==> src/rtl/exception_ctrl_if.sv <==
// Pipeline <-> exception controller signal bundle: event inputs, trap strobes, flushes, PC select.
// Master is the pipeline side that drives events; slave is exception_ctrl.
interface exception_ctrl_if;
  logic [5:0] int_req;
  logic [5:0] int_mask;
  logic       ie;
  logic       id_syscall;
  logic       id_unknown;
  logic       exe_overflow;
  logic       id_eret;
  logic       stall;

  logic       epc_we;
  logic       cause_we;
  logic [4:0] cause_code;
  logic       exl;
  logic       flush_if;
  logic       flush_id;
  logic       flush_exe;
  logic [1:0] pc_sel;
  logic       int_ack;

  modport master (
    output int_req, int_mask, ie, id_syscall, id_unknown, exe_overflow, id_eret, stall,
    input  epc_we, cause_we, cause_code, exl, flush_if, flush_id, flush_exe, pc_sel, int_ack
  );

  modport slave (
    input  int_req, int_mask, ie, id_syscall, id_unknown, exe_overflow, id_eret, stall,
    output epc_we, cause_we, cause_code, exl, flush_if, flush_id, flush_exe, pc_sel, int_ack
  );
endinterface

==> src/rtl/exception_ctrl.sv <==
// Trap/eret sequencer (IDLE/HANDLER/DRAIN); external interrupts only when EXC_EXTINT_EN is defined.
// Latency: trap and eret decisions are combinational in the detection cycle; exl follows one edge later.
// Backpressure: stall freezes state and suppresses all strobes; held ID/EXE events are taken once it drops.
module exception_ctrl (
  input  logic            clk,
  input  logic            rst,
  exception_ctrl_if.slave bus
);

  typedef enum logic [1:0] {IDLE, HANDLER, DRAIN} state_t;

  localparam logic [4:0] CODE_INT = 5'd0;
  localparam logic [4:0] CODE_SYS = 5'd8;
  localparam logic [4:0] CODE_RI  = 5'd10;
  localparam logic [4:0] CODE_OV  = 5'd12;

  state_t     state;
  logic       exl_q;
  logic [5:0] int_pend;
  logic       int_hit;
  logic       trap;
  logic       int_take;
  logic [4:0] code;
  logic       eret_take;
  logic       drain_take;

`ifdef EXC_EXTINT_EN
  assign int_hit = (|int_pend) & bus.ie;

  // Pending lines keep accumulating in every state; only a taken interrupt clears them.
  always_ff @(posedge clk) begin
    if (rst) begin
      int_pend <= '0;
    end else if (int_take) begin
      int_pend <= '0;
    end else begin
      int_pend <= (int_pend | bus.int_req) & bus.int_mask;
    end
  end
`else
  assign int_hit  = 1'b0;
  assign int_pend = '0;
`endif

  always_comb begin
    trap     = 1'b0;
    int_take = 1'b0;
    code     = CODE_INT;
    if (!rst && state == IDLE && !bus.stall) begin
      if (bus.exe_overflow) begin
        trap = 1'b1;
        code = CODE_OV;
      end else if (bus.id_syscall) begin
        trap = 1'b1;
        code = CODE_SYS;
      end else if (bus.id_unknown) begin
        trap = 1'b1;
        code = CODE_RI;
      end else if (int_hit) begin
        trap     = 1'b1;
        int_take = 1'b1;
        code     = CODE_INT;
      end
    end
  end

  assign eret_take  = !rst && state == HANDLER && bus.id_eret && !bus.stall;
  assign drain_take = !rst && state == DRAIN && !bus.stall;

  assign bus.epc_we     = trap;
  assign bus.cause_we   = trap;
  assign bus.cause_code = code;
  assign bus.flush_if   = trap | eret_take;
  assign bus.flush_id   = trap | drain_take;
  assign bus.flush_exe  = trap & bus.exe_overflow;
  assign bus.pc_sel     = trap ? 2'b01 : (eret_take ? 2'b10 : 2'b00);
  assign bus.int_ack    = int_take;
  assign bus.exl        = exl_q;

  always_ff @(posedge clk) begin
    if (rst) begin
      state <= IDLE;
      exl_q <= 1'b0;
    end else begin
      case (state)
        IDLE: begin
          if (trap) begin
            state <= HANDLER;
            exl_q <= 1'b1;
          end
        end
        HANDLER: begin
          if (eret_take) begin
            state <= DRAIN;
          end
        end
        DRAIN: begin
          if (drain_take) begin
            state <= IDLE;
            exl_q <= 1'b0;
          end
        end
        default: begin
          state <= IDLE;
          exl_q <= 1'b0;
        end
      endcase
    end
  end

endmodule
==> src/flat_wrapper.sv <==
// flat-port wrapper written by rule: the top's interface ports become plain ports
module exception_ctrl_flat 
  (clk, rst, bus_int_req, bus_int_mask, bus_ie, bus_id_syscall, bus_id_unknown, bus_exe_overflow, bus_id_eret, bus_stall, bus_epc_we, bus_cause_we, bus_cause_code, bus_exl, bus_flush_if, bus_flush_id, bus_flush_exe, bus_pc_sel, bus_int_ack);
  exception_ctrl_if bus_i ();
  input  logic clk;
  input  logic rst;
  input wire logic [$bits(bus_i.int_req)-1:0] bus_int_req;
  input wire logic [$bits(bus_i.int_mask)-1:0] bus_int_mask;
  input wire logic [$bits(bus_i.ie)-1:0] bus_ie;
  input wire logic [$bits(bus_i.id_syscall)-1:0] bus_id_syscall;
  input wire logic [$bits(bus_i.id_unknown)-1:0] bus_id_unknown;
  input wire logic [$bits(bus_i.exe_overflow)-1:0] bus_exe_overflow;
  input wire logic [$bits(bus_i.id_eret)-1:0] bus_id_eret;
  input wire logic [$bits(bus_i.stall)-1:0] bus_stall;
  output wire logic [$bits(bus_i.epc_we)-1:0] bus_epc_we;
  output wire logic [$bits(bus_i.cause_we)-1:0] bus_cause_we;
  output wire logic [$bits(bus_i.cause_code)-1:0] bus_cause_code;
  output wire logic [$bits(bus_i.exl)-1:0] bus_exl;
  output wire logic [$bits(bus_i.flush_if)-1:0] bus_flush_if;
  output wire logic [$bits(bus_i.flush_id)-1:0] bus_flush_id;
  output wire logic [$bits(bus_i.flush_exe)-1:0] bus_flush_exe;
  output wire logic [$bits(bus_i.pc_sel)-1:0] bus_pc_sel;
  output wire logic [$bits(bus_i.int_ack)-1:0] bus_int_ack;
  assign bus_i.int_req = bus_int_req;
  assign bus_i.int_mask = bus_int_mask;
  assign bus_i.ie = bus_ie;
  assign bus_i.id_syscall = bus_id_syscall;
  assign bus_i.id_unknown = bus_id_unknown;
  assign bus_i.exe_overflow = bus_exe_overflow;
  assign bus_i.id_eret = bus_id_eret;
  assign bus_i.stall = bus_stall;
  assign bus_epc_we = bus_i.epc_we;
  assign bus_cause_we = bus_i.cause_we;
  assign bus_cause_code = bus_i.cause_code;
  assign bus_exl = bus_i.exl;
  assign bus_flush_if = bus_i.flush_if;
  assign bus_flush_id = bus_i.flush_id;
  assign bus_flush_exe = bus_i.flush_exe;
  assign bus_pc_sel = bus_i.pc_sel;
  assign bus_int_ack = bus_i.int_ack;
  exception_ctrl u_core (.clk(clk), .rst(rst), .bus(bus_i));
endmodule
==> config.mk <==
export PLATFORM = sky130hd
export DESIGN_NAME = exception_ctrl_flat
export DESIGN_NICKNAME = d
export VERILOG_FILES = /design/src/rtl/exception_ctrl_if.sv /design/src/rtl/exception_ctrl.sv /design/src/flat_wrapper.sv
export SDC_FILE = /design/constraint.sdc
export NUM_CORES = 1
export LEC_CHECK = 0
export ABC_CLOCK_PERIOD_IN_PS = 2850
export CAP_MARGIN = 5
export CORE_AREA = 2 2 39 41
export DETAILED_ROUTE_END_ITERATION = 8
export DIE_AREA = 0 0 41 43
export SETUP_SLACK_MARGIN = 0.1
export SLEW_MARGIN = 40
export SYNTH_ARGS = -nofsm -noshare
export SYNTH_HDL_FRONTEND = slang
export SYNTH_SLANG_ARGS = --single-unit
==> constraint.sdc <==
create_clock -name clk -period 2.85 [get_ports clk]
set_input_delay 0.4275 -clock clk [delete_from_list [all_inputs] [get_ports clk]]
set_output_delay 0.4275 -clock clk [all_outputs]
set_load 0.05 [all_outputs]
After elaboration in Yosys (flattened, before gate mapping):

Cells that the tools add are included.
W data, S select, Z words.

* bits of input ports: 20
* bits in latches: 0
* bits in registers: 3
* word-level logic and storage cells: 40
* output and inout port bits: 14
* memory bits (read-only): 0
* bits in writable memories: 0
* memories kept: 0

* bitwise logic cells: 4
* mux-type cells: 17
* equality and inequality tests: 5
* add/subtract/negate cells: 0
* multipliers: 0
* div/mod/pow operators: 0
* order comparisons: 0
* reduce and logical (&&, ||, !) cells: 12
* shifts and indexed selects: 0

Operator list (count)
* $mux W5: 3
* $mux W2: 5
* $logic_and A1 B1 Y1: 7
* $mux W1: 6
* $ne A2 B1 Y1 const B: 3
* $pmux W2 S3: 1
* $reduce_and A3 Y1: 2
* $mux W4: 1
* $pmux W1 S3: 1
* $eq A2 B1 Y1 const B: 1
* $eq A2 B2 Y1 const B: 1
* $logic_not A1 Y1: 2
* $logic_not A2 Y1: 1
* $or A1 B1 Y1: 2
* $and A1 B1 Y1: 1
* $not A1 Y1: 1

Depth between registers and ports, before layout:

* depth in word-level cells: 6
* mapped depth: 4
* depth with buffers taken out: 3

Worst setup path before layout:

OpenSTA, ideal clock, no wires.

* path kind: input to output
* start: input port bus_stall
* end: output port bus_flush_id
* arrival time: 1.981 ns
* path slack: 0.442 ns
* stages: 1
* buffers on the path: 0
* cell sequence: nor4_1

* cells in the longest elaborated chain, start to end: 4
* elaborated cells on any way between the ends: 5
* classes of those cells: 1 x mux; 1 x bitwise; 3 x reduce/logical

RTL lines
* start, declared: RTL line flat_wrapper.sv:14 `input wire logic [$bits(bus_i.stall)-1:0] bus_stall;`
* $logic_not A1 Y1 *: RTL line exception_ctrl.sv:49, exception_ctrl.sv:68
* $logic_and A1 B1 Y1: RTL line exception_ctrl.sv:49 `if (!rst && state == IDLE && !bus.stall) begin`
* $mux W1: RTL line exception_ctrl.sv:49
* $or A1 B1 Y1 *: RTL line exception_ctrl.sv:74 `assign bus.flush_id = trap | drain_take;`
* end, declared: RTL line flat_wrapper.sv:20 `output wire logic [$bits(bus_i.flush_id)-1:0] bus_flush_id;`

Every way passes the cells marked *; elsewhere a longest branch is shown, timed or not.

Worst setup path after layout:

* start: input port bus_stall
* end: output port bus_cause_code[3]

* cells in the longest elaborated chain, start to end: 3

RTL lines
* $logic_not A1 Y1: RTL line exception_ctrl.sv:49
* $logic_and A1 B1 Y1: RTL line exception_ctrl.sv:49
* $mux W5: RTL line exception_ctrl.sv:49
* end, declared: RTL line flat_wrapper.sv:17 `output wire logic [$bits(bus_i.cause_code)-1:0] bus_cause_code;`

Every way passes these cells.

==> insert_results.sql <==
INSERT INTO impl_metrics (metric_group, metric, value, unit) VALUES
('synth', 'synth.yosys.warnings', '0', ''),
('global_route', 'groute.usage.overall', '8.12', '%'),
('place', 'hpwlAfterDp', '463', 'um'),
('route', 'remaining_drc_errors', '0', ''),
('power_and_ir_drop', 'vdd.ir_drop.worst', '144', 'uV'),
('sta', 'finalHoldViolations', '0', ''),
('power_and_ir_drop', 'power.leakage', '0.196', 'nW'),
('global_route', 'grt_max_degree', '8', ''),
('clock_network', 'clock_tree_from_tritoncts', 'done', ''),
('worst_hold_path', 'whs_path_depth', '2', ''),
('power_and_ir_drop', 'power_density_over_the_cells', '478', 'mW/mm^2'),
('clock_network', 'cts_resized', '0', ''),
('global_route', 'grt_antenna_before_repair', '0', ''),
('sta', 'final_period_minus_worst_setup_slack', '2340', 'ps'),
('sta', 'setup_viol_count_final', '0', ''),
('route', 'final_routed_wire_length_divided_by_cell_count', '8.88', 'um'),
('worst_hold_path', 'holdCritStartpoint', 'u_core.bus.exl$_SDFFE_PP0P_', ''),
('power_and_ir_drop', 'post-layout-total-power', '0.223', 'mW'),
('die', 'fp-row-count', '14', ''),
('route', 'route.final.wire_length', '568', 'um'),
('finish', 'final_area', '467', 'um^2'),
('setup_path', 'regToRegEndpoint', 'u_core.state[0]$_SDFFE_PP0P_', ''),
('outcome', 'result_of_the_run', 'finished clean', ''),
('die', 'die_width', '41', 'um'),
('worst_hold_path', 'min_delay_worst_endpoint', 'u_core.bus.exl$_SDFFE_PP0P_', ''),
('route', 'postRouteAntennaNets', '0', ''),
('place', 'gp_routability_congestion', '0.717', ''),
('worst_hold_path', 'worst_hold_path_type', 'flop to flop', ''),
('global_route', 'first_global_vias', '245', ''),
('clock_network', 'cts_buffer_depth', '2', ''),
('setup_path', 'critical_path_required', '2420', 'ps'),
('synth', 'synth.lib_cells_used.distinct', '17', ''),
('die', 'floorplan.io_pins', '34', ''),
('setup_path', 'worst-path-max-fanout', '6', ''),
('finish', 'final_layout_size_suffix_gt1_share', '37.5', '%'),
('route', 'dr_total_vias', '256', ''),
('die', 'die_height', '43', 'um'),
('synth', 'yosys.area.top_type_share', '24.0', '%'),
('finish', 'area_delta_synth_final', '86.5', '%'),
('setup_path', 'cp-start-kind', 'primary input', ''),
('synth', 'post-synth-top-area-cell', 'dfxtp_1', ''),
('synth', 'post_synth_inst_count', '31', ''),
('clock_network', 'root_buffer', 'clkbuf_4', ''),
('job', 'max_cap_viol_count', '0', ''),
('clock_network', 'cts.htree.levels', '1', ''),
('sta', 'fin_skew', '3.05', 'ps'),
('global_route', 'overflow', '0', ''),
('sta', 'grt_setup_unrepaired', 'false', ''),
('synth', 'synth_area_leaders', 'dfxtp_1, buf_4, nor4_4, and2_2, nor4_1', ''),
('setup_path', 'critical_path_arrival', '1920', 'ps'),
('route', 'via_per_inst', '4.00', ''),
('clock_network', 'cts_setup_buffers', '0', ''),
('synth', 'netlist_area', '250', 'um^2'),
('finish', 'antenna_diode_count', '0', ''),
('clock_network', 'cts.sinks', '3', ''),
('place', 'buffer_ports.inserted', '17', ''),
('sta', 'totalNegativeSetupSlack', '0', 'ps'),
('sta', 'final_max_slew_viol_count', '0', ''),
('synth', 'synth_seq_cells', '3', ''),
('synth', 'ys_seq_area_share', '24.0', '%'),
('route', 'drtPass1Iterations', '2', ''),
('route', 'initialDrtViolationCount', '4', ''),
('setup_path', 'reg2reg_depth', '3', ''),
('setup_path', 'reg2reg_setup_slack', '1810', 'ps'),
('die', 'total_die_area', '0.00176', 'mm^2'),
('die', 'initial_utilization', '18.1', '%'),
('die', 'core_region_area', '0.00138', 'mm^2'),
('setup_path', 'timing.critical_path.to_type', 'primary output', ''),
('finish', 'final_net_count', '69', ''),
('sta', 'fmaxAchievable', '427', 'MHz'),
('setup_path', 'path_class', 'primary input to primary output', ''),
('clock_network', 'clkSlewWorstSetupHoldPaths', '40', 'ps'),
('synth', 'post_synth.cell_area_avg', '8.07', 'um^2'),
('global_route', 'grt_first_pass_wirelength', '972', 'um'),
('setup_path', 'reg2reg_from', 'u_core.state[1]$_SDFFE_PP0P_', ''),
('clock_network', 'post_cts_hold_buffer_count', '0', ''),
('sta', 'final.period_utilization', '82.3', '%'),
('clock_network', 'cts-buffers-inserted', '3', ''),
('place', 'place_area', '440', 'um^2'),
('clock_network', 'worst_skew_pair.late_latency', '230', 'ps');
[kinds of logic after synthesis]
logic type / share of synthesized area (%)
compound gates: 17.5
flops: 24.0
simple gates: 36.0
buf+inv: 21.0
other cells: 1.50
[sequential cells by signal, summed over array words and instances, names as in the netlist]
name / count
u_core.bus.exl: 1
u_core.state: 2
[critical path, stage by stage]
cell             delay, ps
clkdlybuf4s50_1        530
nor4_4                 320
o31ai_2                160
inv_1                  290
buf_12                 180
[synth_stat cells]
library cell  instances
buf_4                 6
dfxtp_1               3
nor2_1                3
and2_2                2
inv_1                 2
nand3_1               2
nor4_1                2
o21ai_0               2
a21boi_0              1
a21oi_1               1
and3_2                1
conb_1                1
nand2b_1              1
nor2b_1               1
nor4_4                1
o31ai_2               1
o41ai_1               1
[worst max path at each step]
stage / startpoint / to / slack [ps] / cells past startpoint
after global routing: bus_stall / bus_cause_code[3] / 420 / 5
final: bus_stall / bus_cause_code[3] / 510 / 5
after global placement: bus_stall / bus_epc_we / 510 / 5
after CTS: bus_stall / bus_cause_code[3] / 510 / 5
after floorplan: bus_stall / bus_flush_id / 440 / 1
after detailed placement: bus_stall / bus_cause_code[3] / 510 / 5
[cell type report]
cell class,instances,area (um^2)
timing repair buffer,17,208
inverter,2,7.51
fill,147,917
multi-input combinational,22,145
clock buffer,4,26.3
tap,16,20.0
sequential,3,60.1
[placed cells by master (no fill, tap or decap)]
cell type | synthesis | final
a21boi_0 | 1 | 1
a21oi_1 | 1 | 1
and2_2 | 2 | 2
and3_2 | 1 | 1
buf_12 | 0 | 5
buf_4 | 6 | 5
clkbuf_1 | 0 | 1
clkbuf_4 | 0 | 3
clkdlybuf4s50_1 | 0 | 7
conb_1 | 1 | 3
dfxtp_1 | 3 | 3
inv_1 | 2 | 2
nand2b_1 | 1 | 1
nand3_1 | 2 | 2
nor2_1 | 3 | 3
nor2b_1 | 1 | 1
nor4_1 | 2 | 2
nor4_4 | 1 | 1
o21ai_0 | 2 | 2
o31ai_2 | 1 | 1
o41ai_1 | 1 | 1
[through the flow]
step | hold slack, ps | util [%] | std cells | setup WS (ps)
after floorplan | 497 | - | 33 | 442
final | 487 | 33.7 | 64 | 506
after CTS | 495 | 33.7 | 64 | 507
after detailed placement | 487 | 31.8 | 60 | 510
after global routing | 508 | 33.7 | 64 | 419
after global placement | 468 | 31.8 | 60 | 514
[power breakdown]
| part | internal, mW | switching [mW] |
|---|---|---|
| Sequential | 0.0462 | 0.00428 |
| Combinational | 0.0391 | 0.0615 |
| Clock | 0.0523 | 0.0200 |
| Total | 0.138 | 0.0857 |
[metal layers]
metal,GRT usage (%),vias to the layer above,wire (um)
met5,0,-,0
met4,4.00,0,0
met3,4.71,0,50
met2,11.3,13,237
met1,9.58,109,279
li1,-,134,-
No activity file was read; power rests on OpenSTA's default activity.
